$ cat src/rtl/ram_port_arbiter_pkg.sv
// mem_arb_pkg: shared constants and types for the two-port RAM arbiter.
//   PORT_A / PORT_B    : requester indices into the req/gnt vectors and tag.port
//   rd_tag_t           : read-return tag {valid, port} carried alongside RAM latency
//   DEF_RD_LAT         : default RAM read latency
//   DEF_DOORBELL_ADDR  : default doorbell word address
package mem_arb_pkg;

  localparam logic PORT_A = 1'b0;
  localparam logic PORT_B = 1'b1;

  localparam int         DEF_RD_LAT        = 1;
  localparam logic [5:0] DEF_DOORBELL_ADDR = 6'h3F;

  typedef struct packed {
    logic valid;
    logic port;
  } rd_tag_t;

endpackage

$ cat src/rtl/ram_port_arbiter_if.sv
// ram_port_arbiter_if: requester-side bus of the RAM arbiter, carrying both
// port A (host) and port B (accelerator) handshakes.
//   x_req/x_we/x_addr/x_wdata : request, held stable until x_gnt
//   x_gnt                     : request accepted this cycle (combinational)
//   x_rvalid/x_rdata          : one-cycle read-return pulse with data
// Modports: master = requesters, slave = arbiter.
interface ram_port_arbiter_if #(
  parameter int DATA_WIDTH = 8,
  parameter int ADDR_WIDTH = 6
);

  logic                  a_req;
  logic                  a_we;
  logic [ADDR_WIDTH-1:0] a_addr;
  logic [DATA_WIDTH-1:0] a_wdata;
  logic                  a_gnt;
  logic                  a_rvalid;
  logic [DATA_WIDTH-1:0] a_rdata;

  logic                  b_req;
  logic                  b_we;
  logic [ADDR_WIDTH-1:0] b_addr;
  logic [DATA_WIDTH-1:0] b_wdata;
  logic                  b_gnt;
  logic                  b_rvalid;
  logic [DATA_WIDTH-1:0] b_rdata;

  modport master (
    output a_req, a_we, a_addr, a_wdata,
    output b_req, b_we, b_addr, b_wdata,
    input  a_gnt, a_rvalid, a_rdata,
    input  b_gnt, b_rvalid, b_rdata
  );

  modport slave (
    input  a_req, a_we, a_addr, a_wdata,
    input  b_req, b_we, b_addr, b_wdata,
    output a_gnt, a_rvalid, a_rdata,
    output b_gnt, b_rvalid, b_rdata
  );

endinterface

$ cat src/rtl/ram_port_arbiter_rr_arb2.sv
// rr_arb2: two-way round-robin arbiter with a last-grant pointer.
//   PCLK, PRESETN : clock, async active-low reset
//   req[1:0]      : requests, indexed by PORT_A / PORT_B
//   gnt[1:0]      : one-hot (or zero) combinational grant
// Under contention the port not granted last wins; the pointer only moves on a grant.
module rr_arb2
  import mem_arb_pkg::*;
(
  input  logic       PCLK,
  input  logic       PRESETN,
  input  logic [1:0] req,
  output logic [1:0] gnt
);

  // 1 when B held the most recent grant, so A wins the next tie
  logic last_b;

  always_comb begin
    gnt = 2'b00;
    if (req[PORT_A] && (!req[PORT_B] || last_b)) begin
      gnt[PORT_A] = 1'b1;
    end else if (req[PORT_B]) begin
      gnt[PORT_B] = 1'b1;
    end
  end

  always_ff @(posedge PCLK or negedge PRESETN) begin
    if (!PRESETN) begin
      last_b <= 1'b1;
    end else if (|gnt) begin
      last_b <= gnt[PORT_B];
    end
  end

endmodule

$ cat src/rtl/ram_port_arbiter.sv
// ram_port_arbiter: shares one single-port word RAM between port A (host) and
// port B (accelerator), one access per cycle, round-robin fair.
//   PCLK, PRESETN            : clock, async active-low reset
//   bus (slave modport)      : A/B request, grant and read-return signals
//   rd_enable, wr_enable     : registered RAM strobes, mutually exclusive
//   raddr, waddr             : registered RAM word address (identical)
//   mem_data_in              : registered RAM write data
//   mem_data_out             : RAM read data, valid RD_LAT cycles after rd_enable
//   irq                      : sticky doorbell, set by B write / cleared by A write
//                              to DOORBELL_ADDR
module ram_port_arbiter
  import mem_arb_pkg::*;
#(
  parameter int                    DATA_WIDTH    = 8,
  parameter int                    ADDR_WIDTH    = 6,
  parameter int                    RD_LAT        = DEF_RD_LAT,
  parameter logic [ADDR_WIDTH-1:0] DOORBELL_ADDR = ADDR_WIDTH'(DEF_DOORBELL_ADDR)
) (
  input  logic                  PCLK,
  input  logic                  PRESETN,
  ram_port_arbiter_if.slave     bus,
  output logic                  rd_enable,
  output logic                  wr_enable,
  output logic [ADDR_WIDTH-1:0] raddr,
  output logic [ADDR_WIDTH-1:0] waddr,
  output logic [DATA_WIDTH-1:0] mem_data_in,
  input  logic [DATA_WIDTH-1:0] mem_data_out,
  output logic                  irq
);

  logic [1:0]            req;
  logic [1:0]            gnt;
  logic                  granted;
  logic                  sel_b;
  logic                  sel_we;
  logic [ADDR_WIDTH-1:0] sel_addr;
  logic [DATA_WIDTH-1:0] sel_wdata;
  logic [ADDR_WIDTH-1:0] addr_q;
  logic                  rd_port_q;
  rd_tag_t [RD_LAT-1:0]  tag_q;

  assign req[PORT_A] = bus.a_req;
  assign req[PORT_B] = bus.b_req;

  rr_arb2 u_rr_arb2 (
    .PCLK    (PCLK),
    .PRESETN (PRESETN),
    .req     (req),
    .gnt     (gnt)
  );

  assign bus.a_gnt = gnt[PORT_A];
  assign bus.b_gnt = gnt[PORT_B];

  assign granted   = |gnt;
  assign sel_b     = gnt[PORT_B];
  assign sel_we    = sel_b ? bus.b_we    : bus.a_we;
  assign sel_addr  = sel_b ? bus.b_addr  : bus.a_addr;
  assign sel_wdata = sel_b ? bus.b_wdata : bus.a_wdata;

  // Issue stage: address/data hold their last granted value between accesses.
  always_ff @(posedge PCLK or negedge PRESETN) begin
    if (!PRESETN) begin
      rd_enable   <= 1'b0;
      wr_enable   <= 1'b0;
      addr_q      <= '0;
      mem_data_in <= '0;
      rd_port_q   <= PORT_A;
    end else begin
      rd_enable <= granted & ~sel_we;
      wr_enable <= granted &  sel_we;
      if (granted) begin
        addr_q      <= sel_addr;
        mem_data_in <= sel_wdata;
        rd_port_q   <= sel_b;
      end
    end
  end

  assign raddr = addr_q;
  assign waddr = addr_q;

  // Tag shift register tracks the RAM latency so each return lands on its issuer.
  always_ff @(posedge PCLK or negedge PRESETN) begin
    if (!PRESETN) begin
      tag_q <= '0;
    end else begin
      tag_q[0] <= '{valid: rd_enable, port: rd_port_q};
      for (int i = 1; i < RD_LAT; i++) begin
        tag_q[i] <= tag_q[i-1];
      end
    end
  end

  assign bus.a_rvalid = tag_q[RD_LAT-1].valid && (tag_q[RD_LAT-1].port == PORT_A);
  assign bus.b_rvalid = tag_q[RD_LAT-1].valid && (tag_q[RD_LAT-1].port == PORT_B);
  assign bus.a_rdata  = mem_data_out;
  assign bus.b_rdata  = mem_data_out;

  // Doorbell rises together with wr_enable: a B write sets it, an A write clears it.
  always_ff @(posedge PCLK or negedge PRESETN) begin
    if (!PRESETN) begin
      irq <= 1'b0;
    end else if (granted && sel_we && (sel_addr == DOORBELL_ADDR)) begin
      irq <= sel_b;
    end
  end

endmodule
$ cat src/flat_wrapper.sv
// flat-port wrapper written by rule: the top's interface ports become plain ports
module ram_port_arbiter_flat import mem_arb_pkg::*;
#(
  parameter int                    DATA_WIDTH    = 8,
  parameter int                    ADDR_WIDTH    = 6,
  parameter int                    RD_LAT        = DEF_RD_LAT,
  parameter logic [ADDR_WIDTH-1:0] DOORBELL_ADDR = ADDR_WIDTH'(DEF_DOORBELL_ADDR)
)
  (PCLK, PRESETN, rd_enable, wr_enable, raddr, waddr, mem_data_in, mem_data_out, irq, bus_a_req, bus_a_we, bus_a_addr, bus_a_wdata, bus_b_req, bus_b_we, bus_b_addr, bus_b_wdata, bus_a_gnt, bus_a_rvalid, bus_a_rdata, bus_b_gnt, bus_b_rvalid, bus_b_rdata);
  ram_port_arbiter_if #(.DATA_WIDTH(DATA_WIDTH), .ADDR_WIDTH(ADDR_WIDTH)) bus_i ();
  input  logic PCLK;
  input  logic PRESETN;
  output logic rd_enable;
  output logic wr_enable;
  output logic [ADDR_WIDTH-1:0] raddr;
  output logic [ADDR_WIDTH-1:0] waddr;
  output logic [DATA_WIDTH-1:0] mem_data_in;
  input  logic [DATA_WIDTH-1:0] mem_data_out;
  output logic irq;
  input wire logic [$bits(bus_i.a_req)-1:0] bus_a_req;
  input wire logic [$bits(bus_i.a_we)-1:0] bus_a_we;
  input wire logic [$bits(bus_i.a_addr)-1:0] bus_a_addr;
  input wire logic [$bits(bus_i.a_wdata)-1:0] bus_a_wdata;
  input wire logic [$bits(bus_i.b_req)-1:0] bus_b_req;
  input wire logic [$bits(bus_i.b_we)-1:0] bus_b_we;
  input wire logic [$bits(bus_i.b_addr)-1:0] bus_b_addr;
  input wire logic [$bits(bus_i.b_wdata)-1:0] bus_b_wdata;
  output wire logic [$bits(bus_i.a_gnt)-1:0] bus_a_gnt;
  output wire logic [$bits(bus_i.a_rvalid)-1:0] bus_a_rvalid;
  output wire logic [$bits(bus_i.a_rdata)-1:0] bus_a_rdata;
  output wire logic [$bits(bus_i.b_gnt)-1:0] bus_b_gnt;
  output wire logic [$bits(bus_i.b_rvalid)-1:0] bus_b_rvalid;
  output wire logic [$bits(bus_i.b_rdata)-1:0] bus_b_rdata;
  assign bus_i.a_req = bus_a_req;
  assign bus_i.a_we = bus_a_we;
  assign bus_i.a_addr = bus_a_addr;
  assign bus_i.a_wdata = bus_a_wdata;
  assign bus_i.b_req = bus_b_req;
  assign bus_i.b_we = bus_b_we;
  assign bus_i.b_addr = bus_b_addr;
  assign bus_i.b_wdata = bus_b_wdata;
  assign bus_a_gnt = bus_i.a_gnt;
  assign bus_a_rvalid = bus_i.a_rvalid;
  assign bus_a_rdata = bus_i.a_rdata;
  assign bus_b_gnt = bus_i.b_gnt;
  assign bus_b_rvalid = bus_i.b_rvalid;
  assign bus_b_rdata = bus_i.b_rdata;
  ram_port_arbiter #(.DATA_WIDTH(DATA_WIDTH), .ADDR_WIDTH(ADDR_WIDTH), .RD_LAT(RD_LAT), .DOORBELL_ADDR(DOORBELL_ADDR)) u_core (.PCLK(PCLK), .PRESETN(PRESETN), .bus(bus_i), .rd_enable(rd_enable), .wr_enable(wr_enable), .raddr(raddr), .waddr(waddr), .mem_data_in(mem_data_in), .mem_data_out(mem_data_out), .irq(irq));
endmodule
$ cat config.mk
export PLATFORM = sky130hd
export DESIGN_NAME = ram_port_arbiter_flat
export DESIGN_NICKNAME = d
export VERILOG_FILES = /design/src/rtl/ram_port_arbiter_pkg.sv /design/src/rtl/ram_port_arbiter_if.sv /design/src/rtl/ram_port_arbiter_rr_arb2.sv /design/src/rtl/ram_port_arbiter.sv /design/src/flat_wrapper.sv
export SDC_FILE = /design/constraint.sdc
export NUM_CORES = 1
export LEC_CHECK = 0
export ABC_AREA = 1
export CAP_MARGIN = 25
export CORE_MARGIN = 2
export CORE_UTILIZATION = 34
export DETAILED_ROUTE_END_ITERATION = 10
export PLACE_DENSITY_LB_ADDON = 0.25
export SETUP_SLACK_MARGIN = 0.1
export SYNTH_ARGS = -nofsm -noshare
export SYNTH_HDL_FRONTEND = slang
export SYNTH_HIERARCHICAL = 1
export SYNTH_SLANG_ARGS = --single-unit
$ cat constraint.sdc
create_clock -name PCLK -period 1.5 [get_ports PCLK]
set_input_delay 0.3 -clock PCLK [delete_from_list [all_inputs] [get_ports PCLK]]
set_output_delay 0.3 -clock PCLK [all_outputs]
set_load 0.1 [all_outputs]
# Yosys cells after proc, flatten, opt, wreduce, memory -nomap -nowiden
# Cells that the tools add are included.
# classes
eq_ne	1
mux	6
n_reduce_logical	8
bitwise	4
# ops
operator	count
$mux 8	1
$eq 6x6->1 const B	1
$mux 6	1
$logic_and 1x1->1	5
$mux 1	4
$and 1x1->1	2
$not 1->1	2
$reduce_or 2->1	1
$logic_not 1->1	1
$logic_or 1x1->1	1
# totals
in_bits	42
out_inout_bits	43
wordCells	28
ff_bits	21

# Longest topological paths before layout
# Gate-level depths: netlist of the first run.
# logic_depth
depth_word	7
depth_mapped	10
ltp_nobuf	9

# By module
# The synthesis of the first run kept the hierarchy.
# by_module_without_submodules
mod	cells_each	seq_area_each_um2	instances	area_per_inst_um2
ram_port_arbiter	133	500.5	1	1089.8
rr_arb2	6	26.3	1	53.8

# Least setup slack after synthesis of the first run
# Ideal clock, no wire load.
# synth_timing
path_type	register to register
startpoint	reg u_core.u_rr_arb2.last_b
endpoint	reg u_core.irq
path_stages_with_launch	10
setup_ns	0.122
path_buffers	1
setup_slack_ns	-2.034
synth_period_minus_slack_ns	3.534
arrival_ns	3.412
t_required_ns	1.378
path_cell_list	dfstp_2 > a21boi_0 > buf_6 > inv_8 > nand2_4 > nand2_2 > nor2_2 > nand2_1 > nand2_1 > nand2_1
# synth_between
elab_chain_cells	6
elab_cells_between_ends	10
classes_between	1 x eq/ne; 4 x mux; 5 x reduce/logical
# synth_rtl
item	line	source
start, declared	ram_port_arbiter_rr_arb2.sv:16	logic last_b;
start signal, assigned	ram_port_arbiter_rr_arb2.sv:31	last_b <= gnt[PORT_B];
$logic_or 1x1->1 (*)	ram_port_arbiter_rr_arb2.sv:20	if (req[PORT_A] && (!req[PORT_B] || last_b)) begin
$logic_and 1x1->1 (*)	ram_port_arbiter_rr_arb2.sv:20	
$mux 1 (*)	ram_port_arbiter_rr_arb2.sv:20	
via bus_b_gnt	flat_wrapper.sv:31	output wire logic [$bits(bus_i.b_gnt)-1:0] bus_b_gnt;
$mux 6, or another cell as far along	ram_port_arbiter.sv:58	assign sel_addr = sel_b ? bus.b_addr : bus.a_addr;
$eq 6x6->1 or $logic_and 1x1->1 (tied branches)	ram_port_arbiter.sv:104	end else if (granted && sel_we && (sel_addr == DOORBELL_ADDR)) begin
$logic_and 1x1->1	ram_port_arbiter.sv:104	
end signal, assigned	ram_port_arbiter.sv:105	irq <= sel_b;
end, declared	ram_port_arbiter.sv:28	output logic irq
# The timed path passes the listed nets; every way through them passes the cells marked *.
# A chain may end at the register's enable or synchronous reset.

# Worst setup path after layout of the first run
# layout_timing
startpoint	reg u_core.u_rr_arb2.last_b
endpoint	out bus_b_gnt
# layout_between
elab_chain_cells	3
# layout_rtl
item	line
$logic_or 1x1->1	ram_port_arbiter_rr_arb2.sv:20
$logic_and 1x1->1	ram_port_arbiter_rr_arb2.sv:20
$mux 1	ram_port_arbiter_rr_arb2.sv:20
end, declared	flat_wrapper.sv:31
# No other way between the ends.

==> flow_metrics.py, run 1 <==
metrics = {
    "status": {
        "status": "finished, violations left",
        "violations": "negative setup slack",
    },
    "worst_setup_path": {
        "start_kind": "register",
        "crit_path_frequent_cell": "buf_12",
        "crit_family": "flip-flops",
        "path_cells": "buf_6 > a21boi_4 > buf_12 > buf_12",
        "path_buf_inv": 3,
        "crit_path_end_kind": "output pin",
        "cp.required_ps": 1200,
        "arrival_ps": 1350,
        "cp_max_fo": 4,
        "timing.critical_path.slowest_stage_cell": "dfstp_2",
        "critPathKind": "reg2out",
        "max_stage_delay_ps": 580,
    },
    "global_route": {
        "grt-busiest-layer": "met2",
        "antenna_found_initial": 0,
        "grt_remaining_overflow": 0,
        "grt_start_max_net_pins": 13,
        "grt_use_met1_pct": 21.1,
        "met3_usage_pct": 2.48,
        "grt_first_pass_wirelength_mm": 5.04,
        "grt_use_met2_pct": 31.3,
        "grtUsageTotal_pct": 17.8,
        "grt_pass1_vias": 1177,
    },
    "route": {
        "routed_wl_mm": 3.17,
        "drc": 0,
        "first_pass_iters": 4,
        "antenna_left": 0,
        "via_per_inst": 4.40,
        "vias": 1070,
        "drt_iter0_markers": 38,
        "routedWlPerCell_um": 13.0,
    },
    "floorplan": {
        "initial_core_util_pct": 34.8,
        "core_area_mm2": 0.00328,
        "die_area_mm2": 0.00384,
        "rows": 21,
        "die_x_um": 62.0,
        "ios": 85,
        "die_h_um": 62.0,
    },
    "clocking": {
        "clock_path_buffers": 2,
        "cts_max_level": 1,
        "cts.clk_slew.worst_paths_ps": 120,
        "cts_root_buffer": "clkbuf_4",
        "numCtsBuffers": 3,
        "clock-sinks": 21,
        "cts_tree": "done",
        "insertion_delay_ps": 300,
    },
    "synthesis": {
        "synth.avg_cell_area_um2": 8.23,
        "ys_types": 18,
        "synth_area_leader_cell": "dfrtp_1",
        "ys_top_cells_by_area": "dfrtp_1, nand2_1, buf_4",
        "netlist.area_leader.share_pct": 43.8,
        "synth_area_mm2": 0.00114,
        "ys_seq_elements": 21,
        "ys_warn_count": 6,
        "synth_nets": 181,
        "synth_cells": 139,
        "ys_seq_area_share_pct": 46.1,
    },
    "timing": {
        "rsz0062_at_grt": "true",
        "period_minus_slack_ps": 1650,
        "slew_headroom_pct": 76.1,
        "clock_skew_ps": 2.15,
        "final-max-slew-violation-count": 0,
        "timing.final.ws_setup_ps": -147,
        "final-setup-viol-count": 9,
        "max_freq_mhz": 607,
        "finalHoldViolations": 0,
        "tns_ps": -633,
        "fin_crit_sh_pct": 110,
        "tightest_slew_ps": 358,
    },
    "cells_and_area": {
        "layout_common_cells": "nand2_1, clkdlybuf4s50_1, buf_12",
        "nets": 240,
        "area_growth_pct": 92.5,
        "regArea_um2": 534,
        "mostFrequentLayoutCell": "nand2_1",
        "finalNonFillerCells": 243,
        "nFillCells": 242,
        "multi_input_area_um2": 463,
        "num_antenna_cells": 0,
        "drive_above_1_share_pct": 42.6,
    },
    "power_and_ir_drop": {
        "powerDensity_mw_per_mm2": 1270,
        "vdd_ir_drop_max_v": 0.000470,
        "leakagePower_nw": 1.02,
    },
    "worst_hold_path": {
        "hold_class": "in2async",
    },
    "job": {
        "cap_violations": 0,
    },
    "placement": {
        "io_buffers": 60,
        "dpl.hpwl_mm": 2.41,
        "gp_congestion": 0.807,
        "place_inst": 233,
    },
}
cells by family (layout without fill, tap and decap cells):
family | Yosys count | count (layout) | synth area share [%]
simple gates | 77 | 77 | 28.9
buf+inv | 32 | 90 | 20.0
flops | 21 | 21 | 46.1
compound gates | 9 | 9 | 5.03
worst register-to-register path: stages (launching register included):
cell	delay [ps]
dfstp_2	400
buf_6	110
a21boi_4	200
bufbuf_16	280
nand2_1	50
nand2_1	70
nand2_1	90
nor2_4	120
nand2_1	60
nand2_1	50
nand2_1	60
worst paths after layout:
| check | startpoint | to | slack, ps | depth (start not counted) |
|---|---|---|---|---|
| setup / recovery | u_core/u_rr_arb2/last_b | bus_b_gnt | -150 | 4 |
| hold / removal | PRESETN | u_core/raddr[2] | 260 | 1 |
| setup reg to reg | u_core/u_rr_arb2/last_b | u_core/irq | -90 | 10 |
| hold reg to reg | u_core/rd_port_q | u_core/tag_q[0] | 410 | 0 |
| max in group asynchronous | PRESETN | u_core/mem_data_in[1] | 820 | 2 |
| min in group PCLK | bus_a_req | u_core/u_rr_arb2/last_b | 380 | 2 |
Yosys cell counts:
cell type,n
o21ai_0,1
a31oi_1,6
buf_6,2
nand2_4,1
inv_1,5
a21boi_1,1
nand3_1,9
inv_8,1
dfstp_2,1
inv_2,1
nor2_2,2
nor2_4,1
nand2_1,52
nand2_2,4
a21boi_0,1
nor2_1,8
buf_4,23
dfrtp_1,20
sequential cells by signal (all words and copies together) (netlist names):
signal                   count
u_core/irq                   1
u_core/mem_data_in           8
u_core/raddr                 6
u_core/rd_enable             1
u_core/rd_port_q             1
u_core/tag_q                 2
u_core/u_rr_arb2/last_b      1
u_core/wr_enable             1
layer usage:
metal / wire length [um] / share of wire [%]
met3: 179 / 5.7
met2: 1770 / 56
met4: 38 / 1.2
met1: 1180 / 37
met5: 0 / 0
where the power goes:
part | switching [mW] | internal [mW] | total, mW
registers | 0.119 | 0.660 | 0.779
clock network | 0.174 | 0.0992 | 0.274
logic | 1.08 | 0.659 | 1.74
total | 1.37 | 1.42 | 2.79
cell type report:
type                            count  area share (%)
Clock buffer                        3            1.02
Clock inverter                      1           0.227
Inverter                            7            1.76
Multi-Input combinational cell     86            21.0
Sequential cell                    21            24.3
Tap cell                           46            2.62
Timing Repair Buffer               79            49.1
timing repair:
item,4_1_cts,5_1_grt
gates resized for setup,12,13
hold endpoints to repair,0,0
pin swaps,17,10
cloned,1,0
setup endpoints to repair,4,19
hold buffers,0,0
setup buffers,5,2
per-stage QoR:
| stage | instance area [um2] | util (%) | setup WS [ps] | power, mW | hold slack [ps] |
|---|---|---|---|---|---|
| finish | 2200 | 67.0 | -147 | 2.79 | 259 |
| global route | 2200 | 67.0 | -209 | 2.90 | 264 |
| CTS | 2160 | 65.9 | -141 | 2.78 | 271 |
| detailed placement | 2040 | 62.0 | -275 | 2.45 | 384 |
| global placement | 2040 | 62.0 | -213 | 2.43 | 365 |
| floorplan | 1180 | - | -384 | 1.97 | 4.41 |
(Power assumes the default switching activity.)
==> run 2: changes to the inputs <==
Settings changed: CTS_CLUSTER_SIZE set to 10.
==> results of run 2 <==
The final DEF is identical to that of run 1; final timing and power are the same.
